==> config.mk <==
export PLATFORM = sky130hd
export DESIGN_NAME = des_key_sched_rev_flat
export DESIGN_NICKNAME = d
export VERILOG_FILES = /design/src/rtl/des_pkg.sv /design/src/rtl/des_key_sched_rev_if.sv /design/src/rtl/des_pc2.sv /design/src/rtl/des_key_sched_rev.sv /design/src/flat_wrapper.sv
export SDC_FILE = /design/constraint.sdc
export NUM_CORES = 1
export LEC_CHECK = 0
export CORE_AREA = 8 8 218 158
export DETAILED_ROUTE_END_ITERATION = 7
export DIE_AREA = 0 0 226 166
export PLACE_DENSITY = 0.58
export SLEW_MARGIN = 25
export SYNTH_ARGS = -nofsm -noshare
export SYNTH_HDL_FRONTEND = slang
export SYNTH_SLANG_ARGS = --single-unit
==> constraint.sdc <==
create_clock -name clk -period 2.7 [get_ports clk]
set_clock_uncertainty 0.2 [all_clocks]
set_input_delay 0.54 -clock clk [delete_from_list [all_inputs] [get_ports clk]]
set_output_delay 0.54 -clock clk [all_outputs]
set_load 0.005 [all_outputs]
==> src/rtl/des_pkg.sv <==
// Shared DES key-schedule constants: PC-1/PC-2 tables, rotation amounts and the
// helpers that apply them to a 64-bit key or a 56-bit C||D register.
package des_pkg;

  localparam int KEY_W    = 64;
  localparam int CD_W     = 56;
  localparam int SUBKEY_W = 48;
  localparam int HALF_W   = 28;

  typedef enum logic {IDLE, RUN} state_e;

  // Table entries are DES bit numbers (1 = MSB of the source word).
  localparam int PC1 [CD_W] = '{
    57, 49, 41, 33, 25, 17,  9,  1, 58, 50, 42, 34, 26, 18,
    10,  2, 59, 51, 43, 35, 27, 19, 11,  3, 60, 52, 44, 36,
    63, 55, 47, 39, 31, 23, 15,  7, 62, 54, 46, 38, 30, 22,
    14,  6, 61, 53, 45, 37, 29, 21, 13,  5, 28, 20, 12,  4
  };

  localparam int PC2 [SUBKEY_W] = '{
    14, 17, 11, 24,  1,  5,  3, 28, 15,  6, 21, 10,
    23, 19, 12,  4, 26,  8, 16,  7, 27, 20, 13,  2,
    41, 52, 31, 37, 47, 55, 30, 40, 51, 45, 33, 48,
    44, 49, 39, 56, 34, 53, 46, 42, 50, 36, 29, 32
  };

  localparam int SHIFTS [16] = '{1, 1, 2, 2, 2, 2, 2, 2, 1, 2, 2, 2, 2, 2, 2, 1};

  function automatic logic [CD_W-1:0] pc1(input logic [KEY_W-1:0] key);
    logic [CD_W-1:0] r;
    for (int i = 0; i < CD_W; i++) r[CD_W-1-i] = key[KEY_W-PC1[i]];
    return r;
  endfunction

  // MSB is DES position 1, so a DES left rotation moves the MSB to the LSB.
  function automatic logic [HALF_W-1:0] rotl_half(input logic [HALF_W-1:0] h, input int amt);
    return (amt == 2) ? {h[HALF_W-3:0], h[HALF_W-1:HALF_W-2]} : {h[HALF_W-2:0], h[HALF_W-1]};
  endfunction

  function automatic logic [HALF_W-1:0] rotr_half(input logic [HALF_W-1:0] h, input int amt);
    return (amt == 2) ? {h[1:0], h[HALF_W-1:2]} : {h[0], h[HALF_W-1:1]};
  endfunction

  function automatic logic [CD_W-1:0] rotl_cd(input logic [CD_W-1:0] cd, input int amt);
    return {rotl_half(cd[CD_W-1:HALF_W], amt), rotl_half(cd[HALF_W-1:0], amt)};
  endfunction

  function automatic logic [CD_W-1:0] rotr_cd(input logic [CD_W-1:0] cd, input int amt);
    return {rotr_half(cd[CD_W-1:HALF_W], amt), rotr_half(cd[HALF_W-1:0], amt)};
  endfunction

endpackage

==> src/rtl/des_key_sched_rev_if.sv <==
// Key-in / subkey-out handshake bundle between the key register, the schedule
// generator (slave) and the round engine.
interface des_key_sched_rev_if;

  logic [des_pkg::KEY_W-1:0]    key;
  logic                         decrypt;
  logic                         start;
  logic                         key_ready;
  logic [des_pkg::SUBKEY_W-1:0] subkey;
  logic [3:0]                   subkey_idx;
  logic                         subkey_valid;
  logic                         subkey_ready;
  logic                         done;

  modport slave (
    input  key, decrypt, start, subkey_ready,
    output key_ready, subkey, subkey_idx, subkey_valid, done
  );

  modport master (
    output key, decrypt, start, subkey_ready,
    input  key_ready, subkey, subkey_idx, subkey_valid, done
  );

endinterface

==> src/rtl/des_pc2.sv <==
// DES Permuted Choice 2: selects 48 of the 56 C||D bits to form a round subkey.
module des_pc2
  import des_pkg::*;
(
  input  logic [CD_W-1:0]     cd_i,
  output logic [SUBKEY_W-1:0] subkey_o
);

  always_comb begin
    for (int i = 0; i < SUBKEY_W; i++) subkey_o[SUBKEY_W-1-i] = cd_i[CD_W-PC2[i]];
  end

endmodule

==> src/rtl/des_key_sched_rev.sv <==
// Sequential DES key schedule: emits K1..K16 (encrypt) or K16..K1 (decrypt)
// one subkey per handshake, rotating C/D in place so no subkey storage is needed.
module des_key_sched_rev
  import des_pkg::*;
#(
  parameter int NUM_ROUNDS = 16
) (
  input  logic                 clk,
  input  logic                 rst_n,
  des_key_sched_rev_if.slave   bus
);

  localparam logic [3:0] LAST_COUNT = 4'(NUM_ROUNDS - 1);

  state_e                state_q, state_d;
  logic [CD_W-1:0]       cd_q, cd_d;
  logic [3:0]            count_q, count_d;
  logic                  mode_q, mode_d;
  logic [SUBKEY_W-1:0]   subkey_q, subkey_d;
  logic [3:0]            idx_q, idx_d;
  logic                  valid_q, valid_d;
  logic                  key_ready_q, key_ready_d;
  logic                  done_q, done_d;
  logic                  load;
  logic [SUBKEY_W-1:0]   pc2_out;
  logic [CD_W-1:0]       cd0;
  logic [3:0]            enc_sel, dec_sel;

  assign cd0     = pc1(bus.key);
  // Encrypt step n uses s[count+2]; decrypt step j uses s[16-count] (0-based below).
  assign enc_sel = count_q + 4'd1;
  assign dec_sel = 4'd15 - count_q;

  always_comb begin
    // NOTE: every always_comb output gets a default first so no path can infer a latch.
    state_d     = state_q;
    cd_d        = cd_q;
    count_d     = count_q;
    mode_d      = mode_q;
    idx_d       = idx_q;
    valid_d     = valid_q;
    key_ready_d = key_ready_q;
    done_d      = 1'b0;
    load        = 1'b0;
    unique case (state_q)
      IDLE: begin
        if (bus.start) begin
          mode_d      = bus.decrypt;
          count_d     = '0;
          cd_d        = bus.decrypt ? cd0 : rotl_cd(cd0, 1);
          idx_d       = bus.decrypt ? 4'd15 : 4'd0;
          valid_d     = 1'b1;
          key_ready_d = 1'b0;
          state_d     = RUN;
          load        = 1'b1;
        end
      end
      RUN: begin
        if (bus.subkey_ready) begin
          if (count_q != LAST_COUNT) begin
            count_d = count_q + 4'd1;
            load    = 1'b1;
            if (mode_q) begin
              cd_d  = rotr_cd(cd_q, SHIFTS[dec_sel]);
              idx_d = 4'd14 - count_q;
            end else begin
              cd_d  = rotl_cd(cd_q, SHIFTS[enc_sel]);
              idx_d = count_q + 4'd1;
            end
          end else begin
            valid_d     = 1'b0;
            done_d      = 1'b1;
            key_ready_d = 1'b1;
            state_d     = IDLE;
          end
        end
      end
      default: state_d = IDLE;
    endcase
  end

  // The subkey is registered from the next C/D, so subkey_ready never reaches it combinationally.
  des_pc2 u_pc2 (
    .cd_i     (cd_d),
    .subkey_o (pc2_out)
  );

  always_comb subkey_d = load ? pc2_out : subkey_q;

  always_ff @(posedge clk or negedge rst_n) begin
    // NOTE: state registers use non-blocking assignments so every flop samples pre-edge values.
    if (!rst_n) begin
      state_q     <= IDLE;
      cd_q        <= '0;
      count_q     <= '0;
      mode_q      <= 1'b0;
      subkey_q    <= '0;
      idx_q       <= '0;
      valid_q     <= 1'b0;
      key_ready_q <= 1'b1;
      done_q      <= 1'b0;
    end else begin
      state_q     <= state_d;
      cd_q        <= cd_d;
      count_q     <= count_d;
      mode_q      <= mode_d;
      subkey_q    <= subkey_d;
      idx_q       <= idx_d;
      valid_q     <= valid_d;
      key_ready_q <= key_ready_d;
      done_q      <= done_d;
    end
  end

  assign bus.key_ready    = key_ready_q;
  assign bus.subkey       = subkey_q;
  assign bus.subkey_idx   = idx_q;
  assign bus.subkey_valid = valid_q;
  assign bus.done         = done_q;

endmodule

==> src/flat_wrapper.sv <==
// flat-port wrapper written by rule: the top's interface ports become plain ports
module des_key_sched_rev_flat import des_pkg::*;
#(
  parameter int NUM_ROUNDS = 16
)
  (clk, rst_n, bus_key, bus_decrypt, bus_start, bus_subkey_ready, bus_key_ready, bus_subkey, bus_subkey_idx, bus_subkey_valid, bus_done);
  des_key_sched_rev_if bus_i ();
  input  logic clk;
  input  logic rst_n;
  input wire logic [$bits(bus_i.key)-1:0] bus_key;
  input wire logic [$bits(bus_i.decrypt)-1:0] bus_decrypt;
  input wire logic [$bits(bus_i.start)-1:0] bus_start;
  input wire logic [$bits(bus_i.subkey_ready)-1:0] bus_subkey_ready;
  output wire logic [$bits(bus_i.key_ready)-1:0] bus_key_ready;
  output wire logic [$bits(bus_i.subkey)-1:0] bus_subkey;
  output wire logic [$bits(bus_i.subkey_idx)-1:0] bus_subkey_idx;
  output wire logic [$bits(bus_i.subkey_valid)-1:0] bus_subkey_valid;
  output wire logic [$bits(bus_i.done)-1:0] bus_done;
  assign bus_i.key = bus_key;
  assign bus_i.decrypt = bus_decrypt;
  assign bus_i.start = bus_start;
  assign bus_i.subkey_ready = bus_subkey_ready;
  assign bus_key_ready = bus_i.key_ready;
  assign bus_subkey = bus_i.subkey;
  assign bus_subkey_idx = bus_i.subkey_idx;
  assign bus_subkey_valid = bus_i.subkey_valid;
  assign bus_done = bus_i.done;
  des_key_sched_rev #(.NUM_ROUNDS(NUM_ROUNDS)) u_core (.clk(clk), .rst_n(rst_n), .bus(bus_i));
endmodule
==> results.md, run 1 <==
- PortBufs: 115
- CTS H-tree depth: 4
- Clock sinks: 117
- Dominant register cell in the synthesized netlist: dfrtp_1
- Area leader, netlist: dfrtp_1
- PnR Total Power: 13.3 mW
- # fillers: 3183
- WHS Path Cells: 1
- Status: finished, final reports clean
- Syn_nets: 1221
- Count leader, synth: nor2_1
- Worst path required time: 2.79 ns
- Cells after synthesis: 1148
- Hold WS: 0.312 ns
- Largest net degree at the start of global routing: 71
- Die X: 226 um
- Post-route ant nets: 0
- First DRT Iteration DRCs: 807
- Minimum clock period: 2.65 ns
- Netlist Area Pre-Place: 9470 um^2
- Synth async-reset ratio: 100%
- Final Slew Violations: 0
- Number of global-route vias before repair: 9017
- Via/cell ratio: 5.51
- I/O Pins: 124
- Critical path launch point type: flip-flop
- Delay-heaviest family, CP: simple AND/OR/NAND/NOR gates
- Peak Freq: 377 MHz
- Static leakage: 4.57 nW
- Final period utilization: 98.3%
- Worst R2R End: u_core.cd_q[20]
- Reg2Reg Depth: 8
- Crit-path max FO: 13
- Most frequent cells after synthesis: nor2_1, nor3_1, dfrtp_1, mux2i_1, a211oi_1
- Drt wl/cell: 19.1 um
- Placeable core region: 31300 um^2
- Post-synth EDFFs: 0
- CTS root buf: clkbuf_16
- Number of cells on the critical path: 8
- Layout cells sized above 1: 13.4%
- Synth area leaders: dfrtp_1, mux2i_1, nor3_1
- Worst Path Buf+Inv: 2
- Layout area overhead: 26.2%
- Hold Crit Class: reg -> reg
- Final Setup Violations: 0
- Final Hold Viols: 0
- Worst flop-to-flop path startpoint: u_core.count_q[0]
- Remaining DRCs: 0
- CP Launch Point: u_core.count_q[0]
- Tot GR Track Use: 16.7%
- Initial antenna violation count: 0
- Post-synth top area share: 30.6%
- Yosys warnings: 0
- Die ar.: 37500 um^2
- Clock-pin slew on the worst setup and hold paths: 0.06 ns
- First-pass GRT wire length: 50900 um
- HPWL Detailed: 21000 um
- CTS max path bufs: 2
- Slew @ Worst Pin: 0.655 ns
- Synth cell types: 40
- Placed Cells: 1635
- WP data arrival: 2.74 ns
- PwrDens: 1110 nW/um^2
- Nets: 1304
- Routed vias: 9209
- Critical path endpoint: u_core.cd_q[20]
- Max-cap violation count: 0
- Grt ovf: 0
- Cell with the largest stage delay on the worst path: dfrtp_2
- Crit Path Class: reg -> reg
- Worst path cell trace: ha_1, or3_4, a32oi_4, buf_4, buf_12, mux2_2, nor3_1, a211oi_2
- Sequential area share after synthesis: 30.9%
- Reg2Reg Setup Slack: 0.05 ns
- Clock Latency Late Sink: 0.42 ns
- Syn avg cell area: 8.25 um^2
- Die Ht: 166 um
- CTS tree: built
- GPL Wtd Cong: 0.806
- Num CTS Buffers: 17
- CP Capture Type: flip-flop
- Maximum vdd drop: 0.000698 V
- Final wirelength: 32000 um
- Post-Layout Cell Count: 1671
- Initial Utilization: 30.3%
- # rows: 55
- Relative slew slack: 56.3%
- Max stage delay on crit path: 0.44 ns
- DRT Pass-1 Iters: 7
- Synthesized flop and latch total: 117
[routing by layer]
metal	GRT usage [%]	wire length [um]	vias to the layer above
met3	3.58	1880	27
met1	24.6	15900	4471
li1	-	-	4399
met5	0	0	-
met2	24.3	13800	312
met4	4.51	455	0
[sequential cells by signal, summed over array words and instances (netlist names)]
name and cells:
u_core.bus.done 1, u_core.bus.key_ready 1, u_core.bus.subkey 48, u_core.bus.subkey_idx 4, u_core.bus.subkey_valid 1, u_core.cd_q 56, u_core.count_q 4, u_core.mode_q 1
u_core.state_q 1
[power breakdown]
group	internal [mW]	switching (mW)	leakage (nW)
combinational	3.74	3.83	3.06
sequential	2.54	0.970	1.24
clock	1.35	0.849	0.267
total	7.63	5.65	4.57
[metrics by stage]
| stage | instance area (um^2) | setup slack (ns) | setup TNS [ns] | utilization (%) |
|---|---|---|---|---|
| 4_1_cts | 11800 | 0.0741 | 0 | 37.8 |
| 6_report | 12000 | 0.0450 | 0 | 38.2 |
| 2_1_floorplan | 9470 | 0.164 | 0 | - |
| 3_5_place_dp | 11300 | 0.0864 | 0 | 36.0 |
| 3_3_place_gp | 11300 | 0.0799 | 0 | 36.0 |
| 5_1_grt | 12000 | -0.0142 | -0.0420 | 38.2 |
[worst min path at each step]
stage                            start                      end
2_1_floorplan                    rst_n          u_core.bus.done
3_3_place_gp   u_core.bus.subkey_valid  u_core.bus.subkey_valid
3_5_place_dp   u_core.bus.subkey_valid  u_core.bus.subkey_valid
4_1_cts           u_core.bus.key_ready     u_core.bus.key_ready
5_1_grt           u_core.bus.key_ready     u_core.bus.key_ready
6_report          u_core.bus.key_ready     u_core.bus.key_ready
[final cells by class]
cell class / instances / area (um^2) / share of cell area, %
timing repair buffer: 162 / 1750 / 14.6
sequential: 117 / 2940 / 24.6
tap: 427 / 534 / 4.47
clock buffer: 23 / 488 / 4.08
inverter: 2 / 7.51 / 0.0628
multi-input combinational: 931 / 6170 / 51.6
clock inverter: 8 / 75.1 / 0.628
antenna: 1 / 2.50 / 0.0209
[cells by family after synthesis]
family / Yosys count / synth area share [%]
AO/OA/AOI/OAI: 276 / 22.0
XOR/XNOR: 8 / 0.740
adder cells (fa/ha/maj): 4 / 0.528
buffers and inverters: 100 / 4.75
flip-flops: 117 / 30.9
multiplexers: 161 / 17.7
AND/OR/NAND/NOR: 482 / 23.4
[what timing repair did]
action,4_1_cts,5_1_grt
hold endpoints to repair,39,0
hold buffers,1,0
gates resized for setup,0,15
buffers inserted,0,2
endpoints found under the setup margin,0,21
[cell usage in the layout, fill, tap and decap left out, types with 5 or more instances in the layout]
cell type	count
mux2_2	48
xor2_1	5
a211oi_1	79
dfrtp_1	112
o211ai_1	8
buf_12	18
o31a_1	48
o21ai_0	51
nor3_1	180
clkbuf_16	18
and2_1	51
o21a_1	48
nor2_1	210
nor3_2	12
mux2i_1	112
a211oi_2	17
a22oi_1	8
buf_4	29
clkdlybuf4s50_1	112
nand2_1	14
a21oi_1	12
No activity file was read; power rests on OpenSTA's default activity.
==> run 2: changes to the inputs <==
--- a/config.mk
+++ b/config.mk
@@ -6,8 +6,9 @@
 export NUM_CORES = 1
 export LEC_CHECK = 0
-export CORE_AREA = 8 8 218 158
+export CORE_AREA = 8 8 172 126
 export DETAILED_ROUTE_END_ITERATION = 7
-export DIE_AREA = 0 0 226 166
-export PLACE_DENSITY = 0.58
+export DIE_AREA = 0 0 180 134
+export PLACE_DENSITY = 0.84
+export SKIP_LAST_GASP = 1
 export SLEW_MARGIN = 25
 export SYNTH_ARGS = -nofsm -noshare
==> constraint.sdc (replaced) <==
create_clock -name clk -period 2.7 [get_ports clk]
set_clock_uncertainty 0.2 [all_clocks]
set_input_delay 0.405 -clock clk [delete_from_list [all_inputs] [get_ports clk]]
set_output_delay 0.405 -clock clk [all_outputs]
set_load 0.005 [all_outputs]
==> results.md, run 2 (synthesis gave the netlist of run 1 again) <==
- Clock-pin slew on the worst setup and hold paths: 0.06 ns
- Crit Path Class: reg -> reg
- Reg with most FFs: u_core.cd_q
- Placeable core region: 19100 um^2
- Max-cap violation count: 0
- Final period utilization: 98.9%
- Layout cells sized above 1: 12.2%
- Via/cell ratio: 6.41
- Largest net degree at the start of global routing: 83
- PortBufs: 115
- Clock Latency Late Sink: 0.43 ns
- Initial antenna violation count: 0
- # rows: 43
- Status: finished, final reports clean
- CTS root buf: clkbuf_16
- Leading cell types in the layout, fill and taps excluded: nor2_1, nor3_1, dfrtp_1
- Final wirelength: 29700 um
- Area of the multi-input gates: 6110 um^2
- I/O Pins: 124
- Final Slew Violations: 0
- Crit-path max FO: 13
- DRT Pass-1 Iters: 5
- Die Ht: 134 um
- Sequential cell area: 2940 um^2
- Hold Crit Class: in -> async
- Grt ovf: 0
- WP data arrival: 2.77 ns
- CTS max path bufs: 2
- Maximum vdd drop: 0.000699 V
- Relative slew slack: 59.8%
- Die ar.: 24100 um^2
- Slew @ Worst Pin: 0.599 ns
- Die X: 180 um
- HPWL Detailed: 19000 um
- Routed vias: 9526
- Final Setup Violations: 0
- Post-route ant nets: 0
- Remaining DRCs: 0
- # fillers: 1547
- PnR Total Power: 13.5 mW
- Critical path launch point type: flip-flop
- Cell with the largest stage delay on the worst path: dfrtp_2
- PnR worst setup slack: 0.0302 ns
- Worst slack, placed: 0.0349 ns
- # diodes: 0
- Worst path cell trace: ha_1, or3_4, a32oi_4, buf_12, buf_12, mux2_2, nor3_1, a211oi_1
- Number of global-route vias before repair: 9086
- GPL Wtd Cong: 0.854
- Hold WS: 0.307 ns
- Tot GR Track Use: 23.6%
- Worst path required time: 2.80 ns
- Layout area overhead: 23.0%
- Minimum clock period: 2.67 ns
- Final Hold Viols: 0
- Placed Cells: 1450
- Max stage delay on crit path: 0.44 ns
- Post-Layout Cell Count: 1487
- PwrDens: 1160 nW/um^2
- Clock sinks: 117
- Setup TNS: 0 ns
- CP Capture Type: flip-flop
- Initial Utilization: 49.6%
- Drt wl/cell: 19.9 um
- Num CTS Buffers: 17
- Nets: 1300
- Number of flip-flops in the largest register: 56
- First DRT Iteration DRCs: 1174
- CTS tree: built
- First-pass GRT wire length: 47400 um
- Crit-path most repeated cell: buf_12
- Peak Freq: 375 MHz
- Static leakage: 4.55 nW
- Most common cell after layout, fill and taps aside: nor2_1
- CTS H-tree depth: 4
-- run 2: final timing paths --
check / cells after the start / slack, ns / from / to
min in group clk: 1 / 0.32 / u_core.bus.key_ready / u_core.bus.key_ready
max: 8 / 0.03 / u_core.count_q[1] / u_core.bus.subkey[32]
min reg2reg: 1 / 0.32 / u_core.bus.key_ready / u_core.bus.key_ready
max reg2reg: 8 / 0.03 / u_core.count_q[1] / u_core.bus.subkey[32]
max in group asynchronous: 3 / 1.22 / rst_n / u_core.state_q
min: 2 / 0.31 / rst_n / u_core.bus.subkey[30]
-- run 2: stage by stage --
stage	area [um^2]	util, %
2_1_floorplan	9470	-
3_3_place_gp	10900	57.3
3_5_place_dp	10900	57.3
4_1_cts	11600	60.5
5_1_grt	11700	61.0
6_report	11700	61.0
-- run 2: area by class of cell --
class / count / share of cell area (%)
clock buffers: 23 / 4.10
multi-input cells: 931 / 52.5
clock inverters: 9 / 1.07
inverters: 2 / 0.0644
well taps: 247 / 2.65
repair buffers: 158 / 14.4
flip-flops and latches: 117 / 25.2
-- run 2: worst max-delay path, delay by kind of cell, from the launching register on --
family	cells	cell delay, ns
simple gates	2	0.61
fa+ha+maj	1	0.22
buf+inv	2	0.33
flops	1	0.44
mux	1	0.36
compound gates	2	0.37
-- run 2: timing repair --
item                                    CTS  global route
gates resized for setup                   0             3
endpoints found under the hold margin    34             0
hold buffers                              1             0
endpoints found under the setup margin    0            39
buffers inserted                          0             1
-- run 2: power breakdown --
group | switching (mW) | total (mW) | internal, mW | leakage (nW)
Sequential | 0.960 | 3.50 | 2.54 | 1.24
Clock | 0.834 | 2.35 | 1.52 | 0.293
Combinational | 3.86 | 7.65 | 3.79 | 3.02
Total | 5.65 | 13.5 | 7.85 | 4.55
-- run 2: metal layers --
layer / part of all wire [%] / GRT usage [%] / vias up / wire length, um
met3: 9.5 / 5.03 / 64 / 2820
met2: 45 / 36.8 / 519 / 13200
met5: 0 / 0 / - / 0
met1: 44 / 32.0 / 4536 / 13000
met4: 2.0 / 8.40 / 0 / 606
li1: - / - / 4407 / -
==> run 3: changes to the inputs <==
CORE_AREA = 8 8 193 140   (was 8 8 172 126)
DIE_AREA = 0 0 201 148   (was 0 0 180 134)
PLACE_DENSITY = 0.7   (was 0.84)
==> results.md, run 3 (synthesis gave the netlist of run 1 again) <==
- Status: finished, final reports clean
- CTS max path bufs: 2
- Peak Freq: 374 MHz
- Largest net degree at the start of global routing: 67
- Most common cell after layout, fill and taps aside: nor2_1
- Crit Path Class: reg -> reg
- Final Slew Violations: 0
- Worst path required time: 2.79 ns
- GPL Wtd Cong: 0.835
- Layout area overhead: 24.5%
- Via/cell ratio: 5.92
- WP data arrival: 2.76 ns
- Final wirelength: 30900 um
- Hold Crit Class: in -> async
- # fillers: 2260
- First DRT Iteration DRCs: 904
- Met2 WL: 13500 um
- Placed Cells: 1530
- Crit-path max FO: 13
- Final Hold Viols: 0
- Max-cap violation count: 0
- Die Ht: 148 um
- WL met3: 2430 um
- Reg with most FFs: u_core.cd_q
- First-pass GRT wire length: 49000 um
- I/O Pins: 124
- HPWL Detailed: 20000 um
- CTS tree: built
- Area of the multi-input gates: 6130 um^2
- Layout cells sized above 1: 12.9%
- Relative slew slack: 53.5%
- Leading cell types in the layout, fill and taps excluded: nor2_1, nor3_1, dfrtp_1
- Worst path cell trace: ha_1, or3_4, a32oi_4, buf_4, buf_12, mux2_2, nor3_1, a211oi_2
- Final Setup Violations: 0
- CTS root buf: clkbuf_16
- Die X: 201 um
- Clock sinks: 117
- Max stage delay on crit path: 0.45 ns
- Delay-heaviest family, CP: simple AND/OR/NAND/NOR gates
- Nets: 1302
- Post-Layout Cell Count: 1567
- Minimum clock period: 2.67 ns
- Cell with the largest stage delay on the worst path: dfrtp_2
- Highest metal used: met4
- # rows: 48
- Maximum vdd drop: 0.000564 V
- Static leakage: 4.57 nW
- Worst Path Buf+Inv: 2
- Sequential cell area: 2940 um^2
- Routed vias: 9275
- Clock Latency Late Sink: 0.43 ns
- M1 WL: 14600 um
- Grt ovf: 0
- Hold WS: 0.260 ns
- Die ar.: 29700 um^2
- Initial Utilization: 39.3%
- Drt wl/cell: 19.7 um
- Post-route ant nets: 0
- RSZ-0062 raised after global routing: yes
- CP Capture Type: flip-flop
- Critical path launch point type: flip-flop
- PortBufs: 115
- PwrDens: 1140 nW/um^2
- # diodes: 0
- Num CTS Buffers: 17
- Placeable core region: 24100 um^2
- Number of global-route vias before repair: 8925
- Number of flip-flops in the largest register: 56
- Tot GR Track Use: 20.0%
- CTS H-tree depth: 4
- Remaining DRCs: 0
- Final period utilization: 99.0%
- Clock-pin slew on the worst setup and hold paths: 0.07 ns
- Slew @ Worst Pin: 0.697 ns
- DRT Pass-1 Iters: 5
- Initial antenna violation count: 0
run 3: cell types whose count changed in the layout (fill, tap and decap cells not counted), sizes merged:
cell,previous run,this run
buf,43,46
clkbuf,25,20
clkinvlp,2,4
inv,2,4
run 3: routing by layer:
layer  GRT usage, %  vias to the layer above
li1               -                     4387
met1           28.8                     4473
met2           29.4                      379
met3           4.35                       36
met4           5.91                        0
met5              0                        -
run 3: per-stage QoR:
step / power (mW) / worst slack [ns] / cell area, um^2 / setup TNS, ns / utilization [%]
4_1_cts: 13.2 / 0.0446 / 11700 / 0 / 48.6
2_1_floorplan: 8.31 / 0.164 / 9470 / 0 / -
3_3_place_gp: 10.5 / 0.114 / 11100 / 0 / 46.0
6_report: 13.5 / 0.0269 / 11800 / 0 / 49.0
3_5_place_dp: 10.7 / 0.0623 / 11100 / 0 / 46.0
5_1_grt: 14.3 / -0.0636 / 11800 / -0.269 / 49.0
run 3: path summary, 6_finish.rpt:
| path | startpoint | endpoint | slack [ns] | cells past startpoint |
|---|---|---|---|---|
| min | rst_n | u_core.bus.subkey[36] | 0.26 | 2 |
| min in group clk | u_core.bus.key_ready | u_core.bus.key_ready | 0.31 | 1 |
| max in group asynchronous | rst_n | u_core.mode_q | 1.34 | 3 |
| max | u_core.count_q[1] | u_core.bus.subkey[23] | 0.03 | 8 |
| min reg2reg | u_core.bus.key_ready | u_core.bus.key_ready | 0.31 | 1 |
| max reg2reg | u_core.count_q[1] | u_core.bus.subkey[23] | 0.03 | 8 |
run 3: worst reg2reg max path, delay by kind of cell (launching register included):
family / cells / cell delay (ns)
multiplexers: 1 / 0.37
AND/OR/NAND/NOR: 2 / 0.62
buffers and inverters: 2 / 0.32
AO/OA/AOI/OAI: 2 / 0.39
flip-flops: 1 / 0.45
adder cells (fa/ha/maj): 1 / 0.21
run 3: power by group:
part / total, mW / leakage [nW] / internal [mW] / switching [mW]
combinational: 7.52 / 3.03 / 3.72 / 3.80
clock: 2.45 / 0.292 / 1.51 / 0.938
sequential: 3.51 / 1.24 / 2.54 / 0.978
total: 13.5 / 4.57 / 7.76 / 5.72
run 3: layout make-up:
cell class / instances / area share (%)
flip-flops and latches: 117 / 24.9
inverters: 2 / 0.0636
multi-input cells: 931 / 52.0
clock inverters: 13 / 1.46
well taps: 325 / 3.45
clock buffers: 19 / 3.84
repair buffers: 160 / 14.3
run 3: timing repair:
item	in CTS	in global routing
resized for setup	1	9
setup endpoints to repair	1	17
hold buffers	1	0
gates cloned	0	1
pin swaps	0	1
hold endpoints to repair	24	0
buffers inserted	0	3
